<file path="src/rtl/debounce_pkg.sv">
// debounce_pkg: shared state encoding and parameter bounds for input conditioning stages
package debounce_pkg;

    typedef enum logic [1:0] {
        STABLE_LOW  = 2'b00,
        WAIT_HIGH   = 2'b01,
        STABLE_HIGH = 2'b10,
        WAIT_LOW    = 2'b11
    } deb_state_t;

    localparam int DEB_MIN_CYCLES  = 2;
    localparam int DEB_MAX_CYCLES  = 65535;
    localparam int SYNC_MIN_STAGES = 2;
    localparam int SYNC_MAX_STAGES = 4;

endpackage

</file>
<file path="src/rtl/sync_chain.sv">
// sync_chain: multi-flop synchroniser bringing an asynchronous level into the clk domain
module sync_chain #(
    parameter int STAGES = 2
) (
    input  logic clk,
    input  logic reset,
    input  logic d,
    output logic q
);

    logic [STAGES-1:0] sync_q;
    logic [STAGES-1:0] sync_d;

    // shift the raw level one stage deeper each cycle
    always_comb sync_d = {sync_q[STAGES-2:0], d};

    // chain flops, cleared on reset so the filter starts from a known low
    always_ff @(posedge clk or posedge reset) begin
        if (reset) sync_q <= '0;
        else       sync_q <= sync_d;
    end

    assign q = sync_q[STAGES-1];

endmodule

</file>
<file path="src/rtl/input_debouncer.sv">
// input_debouncer: synchronise and filter a bouncy input into a clean level plus edge pulses
module input_debouncer
    import debounce_pkg::*;
#(
    parameter int SYNC_STAGES     = 2,
    parameter int DEBOUNCE_CYCLES = 4
) (
    input  logic clk,
    input  logic reset,
    input  logic raw_in,
    output logic clean_out,
    output logic rise_pulse,
    output logic fall_pulse,
    output logic busy
);

    localparam int CW = $clog2(DEBOUNCE_CYCLES + 1);
    localparam logic [CW-1:0] LAST = CW'(DEBOUNCE_CYCLES - 1);

    if (DEBOUNCE_CYCLES < DEB_MIN_CYCLES || DEBOUNCE_CYCLES > DEB_MAX_CYCLES) begin : g_bad_deb
        $error("input_debouncer: DEBOUNCE_CYCLES %0d out of range", DEBOUNCE_CYCLES);
    end
    if (SYNC_STAGES < SYNC_MIN_STAGES || SYNC_STAGES > SYNC_MAX_STAGES) begin : g_bad_sync
        $error("input_debouncer: SYNC_STAGES %0d out of range", SYNC_STAGES);
    end

    logic          s;
    deb_state_t    state_q, state_d;
    logic [CW-1:0] cnt_q, cnt_d;
    logic          clean_q, clean_d;
    logic          rise_q, rise_d;
    logic          fall_q, fall_d;

    sync_chain #(.STAGES(SYNC_STAGES)) u_sync (
        .clk   (clk),
        .reset (reset),
        .d     (raw_in),
        .q     (s)
    );

    // qualify a level change only after DEBOUNCE_CYCLES consecutive matching samples
    always_comb begin
        state_d = state_q;
        cnt_d   = cnt_q;
        clean_d = clean_q;
        rise_d  = 1'b0;
        fall_d  = 1'b0;
        case (state_q)
            STABLE_LOW: begin
                state_d = s ? WAIT_HIGH : STABLE_LOW;
                cnt_d   = s ? CW'(1) : '0;
            end
            WAIT_HIGH: begin
                if (!s) begin
                    state_d = STABLE_LOW;
                    cnt_d   = '0;
                end else if (cnt_q == LAST) begin
                    state_d = STABLE_HIGH;
                    cnt_d   = '0;
                    clean_d = 1'b1;
                    rise_d  = 1'b1;
                end else begin
                    cnt_d   = cnt_q + CW'(1);
                end
            end
            STABLE_HIGH: begin
                state_d = s ? STABLE_HIGH : WAIT_LOW;
                cnt_d   = s ? '0 : CW'(1);
            end
            WAIT_LOW: begin
                if (s) begin
                    state_d = STABLE_HIGH;
                    cnt_d   = '0;
                end else if (cnt_q == LAST) begin
                    state_d = STABLE_LOW;
                    cnt_d   = '0;
                    clean_d = 1'b0;
                    fall_d  = 1'b1;
                end else begin
                    cnt_d   = cnt_q + CW'(1);
                end
            end
            default: begin
                state_d = STABLE_LOW;
                cnt_d   = '0;
            end
        endcase
    end

    // state, counter and registered outputs; reset wins over any qualifying edge
    always_ff @(posedge clk or posedge reset) begin
        if (reset) begin
            state_q <= STABLE_LOW;
            cnt_q   <= '0;
            clean_q <= 1'b0;
            rise_q  <= 1'b0;
            fall_q  <= 1'b0;
        end else begin
            state_q <= state_d;
            cnt_q   <= cnt_d;
            clean_q <= clean_d;
            rise_q  <= rise_d;
            fall_q  <= fall_d;
        end
    end

    assign clean_out  = clean_q;
    assign rise_pulse = rise_q;
    assign fall_pulse = fall_q;
    assign busy       = (state_q == WAIT_HIGH) || (state_q == WAIT_LOW);

endmodule

</file>
<file path="config.mk">
export PLATFORM = sky130hd
export DESIGN_NAME = input_debouncer
export DESIGN_NICKNAME = d
export VERILOG_FILES = /design/src/rtl/debounce_pkg.sv /design/src/rtl/sync_chain.sv /design/src/rtl/input_debouncer.sv
export SDC_FILE = /design/constraint.sdc
export NUM_CORES = 1
export LEC_CHECK = 0
export ABC_AREA = 1
export CAP_MARGIN = 5
export CORE_AREA = 10 10 47 49
export CTS_CLUSTER_SIZE = 12
export DETAILED_ROUTE_END_ITERATION = 16
export DIE_AREA = 0 0 57 59
export PLACE_DENSITY = 0.48
export SYNTH_ARGS = -nofsm -noshare
export SYNTH_HDL_FRONTEND = slang
export SYNTH_HIERARCHICAL = 1
export SYNTH_SLANG_ARGS = --single-unit
</file>
<file path="constraint.sdc">
create_clock -name clk -period 1.1 [get_ports clk]
set_input_delay 0.11 -clock clk [delete_from_list [all_inputs] [get_ports clk]]
set_output_delay 0.11 -clock clk [all_outputs]
set_load 0.05 [all_outputs]
</file>
## Word-level counts from Yosys, hierarchy flattened

Index checks and enable logic that the tools add are counted.

- Bits in registers: 10
- Bits of input ports: 3
- Output and inout bits: 4
- Logic and storage cells: 45

- $add $sub $neg: 1
- Eq/ne operators: 10
- Multiplexer cells: 23
- Reduce and logical (&&, ||, !) cells: 5

Operators by type and width:

| cell | count |
|---|---|
| 1-bit two-way mux | 13 |
| 3-bit one-hot mux with 4 select lines | 1 |
| 3-bit two-way mux | 3 |
| 2-bit two-way mux | 4 |
| 2-bit one-hot mux with 4 select lines | 1 |
| 2-bit inequality test (second input constant) | 3 |
| 5-bit AND reduction | 1 |
| 2-bit == test (second input constant) | 2 |
| 3-bit by 1-bit adder with 3-bit output (second input constant) | 1 |
| 3-bit by 2-bit == test with 1-bit output (second input constant) | 1 |
| 3-bit by 2-bit inequality test with 1-bit output (second input constant) | 1 |
| 3-bit inequality test (second input constant) | 1 |
| 2-bit by 1-bit == test with 1-bit output (second input constant) | 1 |
| 2-bit zero test | 1 |
| 2-bit by 1-bit inequality test with 1-bit output (second input constant) | 1 |
| 1-bit one-hot mux with 2 select lines | 1 |
| 2-bit AND reduction | 1 |
| 2-bit nonzero test | 1 |
| 1-bit logical OR | 1 |

## Logic depth before layout (Yosys ltp)

- Word-level depth: 4
- Depth in mapped cells: 6
- Mapped depth without buffers: 6

## Hierarchy

The synthesis kept the hierarchy.

By module, submodules not included:

| module | times used | cells an instance | area each (um^2) | seq. area each (um^2) |
|---|---|---|---|---|
| input_debouncer | 1 | 44 | 355.3 | 200.2 |
| sync_chain | 1 | 3 | 53.8 | 50.0 |

## Worst setup path after synthesis

OpenSTA, ideal clock, no wires.

- Path kind: reg2out
- Start: register state_q[0]
- End: output busy
- Data arrival time: 885 ps
- Required time: 990 ps
- Slack: 105 ps
- Cell stages (with the launch flop): 2
- Buffers on the path: 1
- Path through: dfrtp_1 clkbuf_1

- Longest elaborated chain between the ends: 2

RTL lines:

| what | line | text |
|---|---|---|
| start: declaration | input_debouncer.sv:28 | `deb_state_t state_q, state_d;` |
| start signal: assignment | input_debouncer.sv:99 | `state_q <= state_d;` |
| 2-bit by 1-bit == test with 1-bit output or 2-bit == test (tied branches) | input_debouncer.sv:110 | `assign busy = (state_q == WAIT_HIGH) \|\| (state_q == WAIT_LOW);` |
| 1-bit logical OR (*) | input_debouncer.sv:110 |  |
| end: declaration | input_debouncer.sv:14 | `output logic busy` |

Every way passes the cells marked *; elsewhere a longest branch is shown, timed or not.

## Worst setup path after layout

Ends and elaborated chain as after synthesis.

==> results.py <==
metrics = {
    "layout": {
        "filler_cell_count": 152,
        "instances_no_fill": 74,
        "final_util": 0.4232,
        "antenna_cells_inserted": 0,
        "drive_above_1_share": 0.2759,
        "footprint_of_the_flip_flops_and_latches_um2": 250.2,
        "area.growth.synth_to_final_pct": 44.95,
        "multi_input_area_um2": 126.4,
        "design.final.nets": 63,
    },
    "sta": {
        "finalMaxSlewViolations": 0,
        "timing.final.crit_share": 0.9311,
        "whs_ps": 11.88,
        "hold_viol": 0,
        "relSlewSlack": 0.7962,
        "setup_viol": 0,
        "final_period_minus_worst_setup_slack_ps": 1024,
        "fin_worst_skew_ps": 1.015,
        "clock.fmax_mhz": 976.4,
        "tightest_slew_ps": 305.4,
        "min_setup_slack_post_route_ps": 75.79,
    },
    "status": {
        "outcome": "completed",
    },
    "synth": {
        "post_synthesis_sequential_area_ratio": 0.6116,
        "post_synthesis_area_per_instance_um2": 8.705,
        "post_synth_num_cell_types": 11,
        "synth_nets": 51,
        "syn_area_um2": 409.1,
        "yosys_warnings": 6,
        "synthesis.instances": 47,
        "register_bit_total_from_synthesis": 10,
    },
    "floorplan": {
        "die-width_um": 57,
        "chipHeight_um": 59,
        "total_die_area_um2": 3363,
        "num_rows": 14,
        "io-pin-count": 7,
        "design.core.area_um2": 1401,
        "starting_density_of_the_core": 0.2920,
    },
    "routing": {
        "drt_iter0_drc": 5,
        "met3_wirelength_um": 57,
        "detail_route.wirelength.met1_um": 298,
        "vias": 288,
        "final_routed_wirelength_across_all_metal_layers_um": 688,
        "post-route-drc-count": 0,
        "met2_length_um": 305,
        "ant_nets": 0,
        "post_drt_wl_per_cell_um": 9.297,
        "drt_pre_antenna_iters": 4,
        "highest_routing_layer_actually_used": "met4",
        "vias_per_cell": 3.892,
    },
    "clock_tree": {
        "cts_tree": "done",
        "cts_buffer_depth": 2,
        "worstSkewPairLatency_ps": 260,
        "cts_hold_repair.buffers": 0,
        "cts_root_buffer": "sky130_fd_sc_hd__clkbuf_4",
        "cts_htree_levels": 1,
        "cts_num_sinks": 10,
        "number_of_buffers_added_by_the_clock_tree_synthesis_step": 3,
        "clkSlewWorstSetupHoldPaths_ps": 70,
    },
    "critical_path": {
        "cp.arrival_ps": 910,
        "worstSetupPathType": "reg2out",
        "cp_max_fo": 3,
        "required_ps": 990,
        "critical_path_start_type": "register",
        "timing.critical_path.to_type": "primary output",
    },
    "placement": {
        "gp_congestion": 0.7320,
        "io_buffers": 6,
        "place_hpwl_um": 529,
        "placedCellCount": 69,
        "place_worst_setup_slack_ps": 51.17,
    },
    "pwr": {
        "powerDensity_nw_per_um2": 1996,
        "ir_worst_vdd_mv": 0.8376,
        "finalPower_uw": 1184,
        "cellLeakagePower_uw": 0.0003175,
    },
    "grt": {
        "grt_antenna_before_repair": 0,
        "grt_pass1_wl_um": 1152,
        "overall_global_routing_usage": 0.04692,
        "first_global_vias": 277,
        "grt_overflow": 0,
        "grt_max_degree": 9,
    },
    "run": {
        "max-cap-violations": 0,
    },
    "worst_hold_path": {
        "worstHoldPathType": "in2async",
    },
}
[synthesized netlist by cell type, drive strengths merged]
library cell | n | area share
nand2 | 14 | 0.13
inv | 11 | 0.10
dfrtp | 10 | 0.61
nor2 | 6 | 0.067
nand3 | 2 | 0.024
clkbuf | 1 | 0.0092
ha | 1 | 0.031
nand4 | 1 | 0.015
o21ai | 1 | 0.012
[metrics by stage]
step | setup TNS, ps | cell area (um^2)
global route | -8.342 | 593.1
CTS | 0 | 576.8
floorplan | 0 | 409.1
finish | 0 | 593.1
global placement | 0 | 533.0
detailed placement | 0 | 533.0
[placed cells by master, fill, tap and decap left out]
cell type	instances
sky130_fd_sc_hd__nand2_1	14
sky130_fd_sc_hd__dfrtp_1	10
sky130_fd_sc_hd__inv_1	9
sky130_fd_sc_hd__nor2_1	4
sky130_fd_sc_hd__buf_12	4
sky130_fd_sc_hd__clkbuf_4	3
sky130_fd_sc_hd__inv_2	2
sky130_fd_sc_hd__clkdlybuf4s50_1	2
sky130_fd_sc_hd__nor2_2	1
sky130_fd_sc_hd__o21ai_0	1
sky130_fd_sc_hd__nor2_4	1
sky130_fd_sc_hd__nand3_1	1
sky130_fd_sc_hd__nand3_2	1
sky130_fd_sc_hd__nand4_1	1
sky130_fd_sc_hd__ha_2	1
sky130_fd_sc_hd__clkbuf_8	1
sky130_fd_sc_hd__buf_6	1
sky130_fd_sc_hd__buf_4	1
[flip-flops by register name (all words and copies together), names as in the netlist, named ones only]
register / cells
cnt_q: 3
u_sync/sync_q: 2
clean_out: 1
fall_pulse: 1
state_q: 1
rise_pulse: 1
[area by class of cell]
cell class                      instances  area share
Clock buffer                            4     0.06118
Multi-Input combinational cell         25      0.2131
Inverter                               11     0.06962
Timing Repair Buffer                    8      0.2004
Sequential cell                        10      0.4219
Tap cell                               16     0.03376
[worst paths after layout]
check                                             end  depth (start not counted)                       start  slack (ps)
min                        u_sync/sync_q[1]$_DFF_PP0_                          2                       reset          10
max reg2reg                     clean_out$_DFFE_PP0P_                          6          cnt_q[0]$_DFF_PP0_         110
min reg2reg                u_sync/sync_q[1]$_DFF_PP0_                          0  u_sync/sync_q[0]$_DFF_PP0_         350
min in group clk           u_sync/sync_q[0]$_DFF_PP0_                          1                      raw_in         290
max in group asynchronous       clean_out$_DFFE_PP0P_                          2                       reset         760
max                                              busy                          2      state_q[0]$_DFFE_PP0P_          80
[metal layers]
| metal | track usage | vias up |
|---|---|---|
| met1 | 0.04217 | 120 |
| met5 | 0 | - |
| met2 | 0.06667 | 7 |
| met3 | 0.03219 | 2 |
| li1 | - | 159 |
| met4 | 0.05034 | 0 |
[logic make-up after synthesis]
family / share of synthesized area
adder cells (fa/ha/maj): 0.03058
AO/OA/AOI/OAI: 0.01222
buffers and inverters: 0.1101
flip-flops: 0.6116
AND/OR/NAND/NOR: 0.2355
[power by group]
| part | internal (uW) | leakage [uW] | switching (uW) |
|---|---|---|---|
| registers | 425 | 0.000130 | 39.0 |
| clock network | 201 | 0.0000210 | 129 |
| logic | 177 | 0.000167 | 213 |
| total | 803 | 0.000317 | 381 |
[critical path, cell delays in order, from the launching register on]
cell and delay, ps:
sky130_fd_sc_hd__dfrtp_1 380, sky130_fd_sc_hd__buf_6 130, sky130_fd_sc_hd__buf_12 140
[repair_timing]
action,in CTS,in global routing
gates resized for setup,0,4
buffers inserted,1,0
endpoints found under the hold margin,0,0
endpoints found under the setup margin,1,4
pin swaps,0,1
Power figures use the tool's default switching activity.
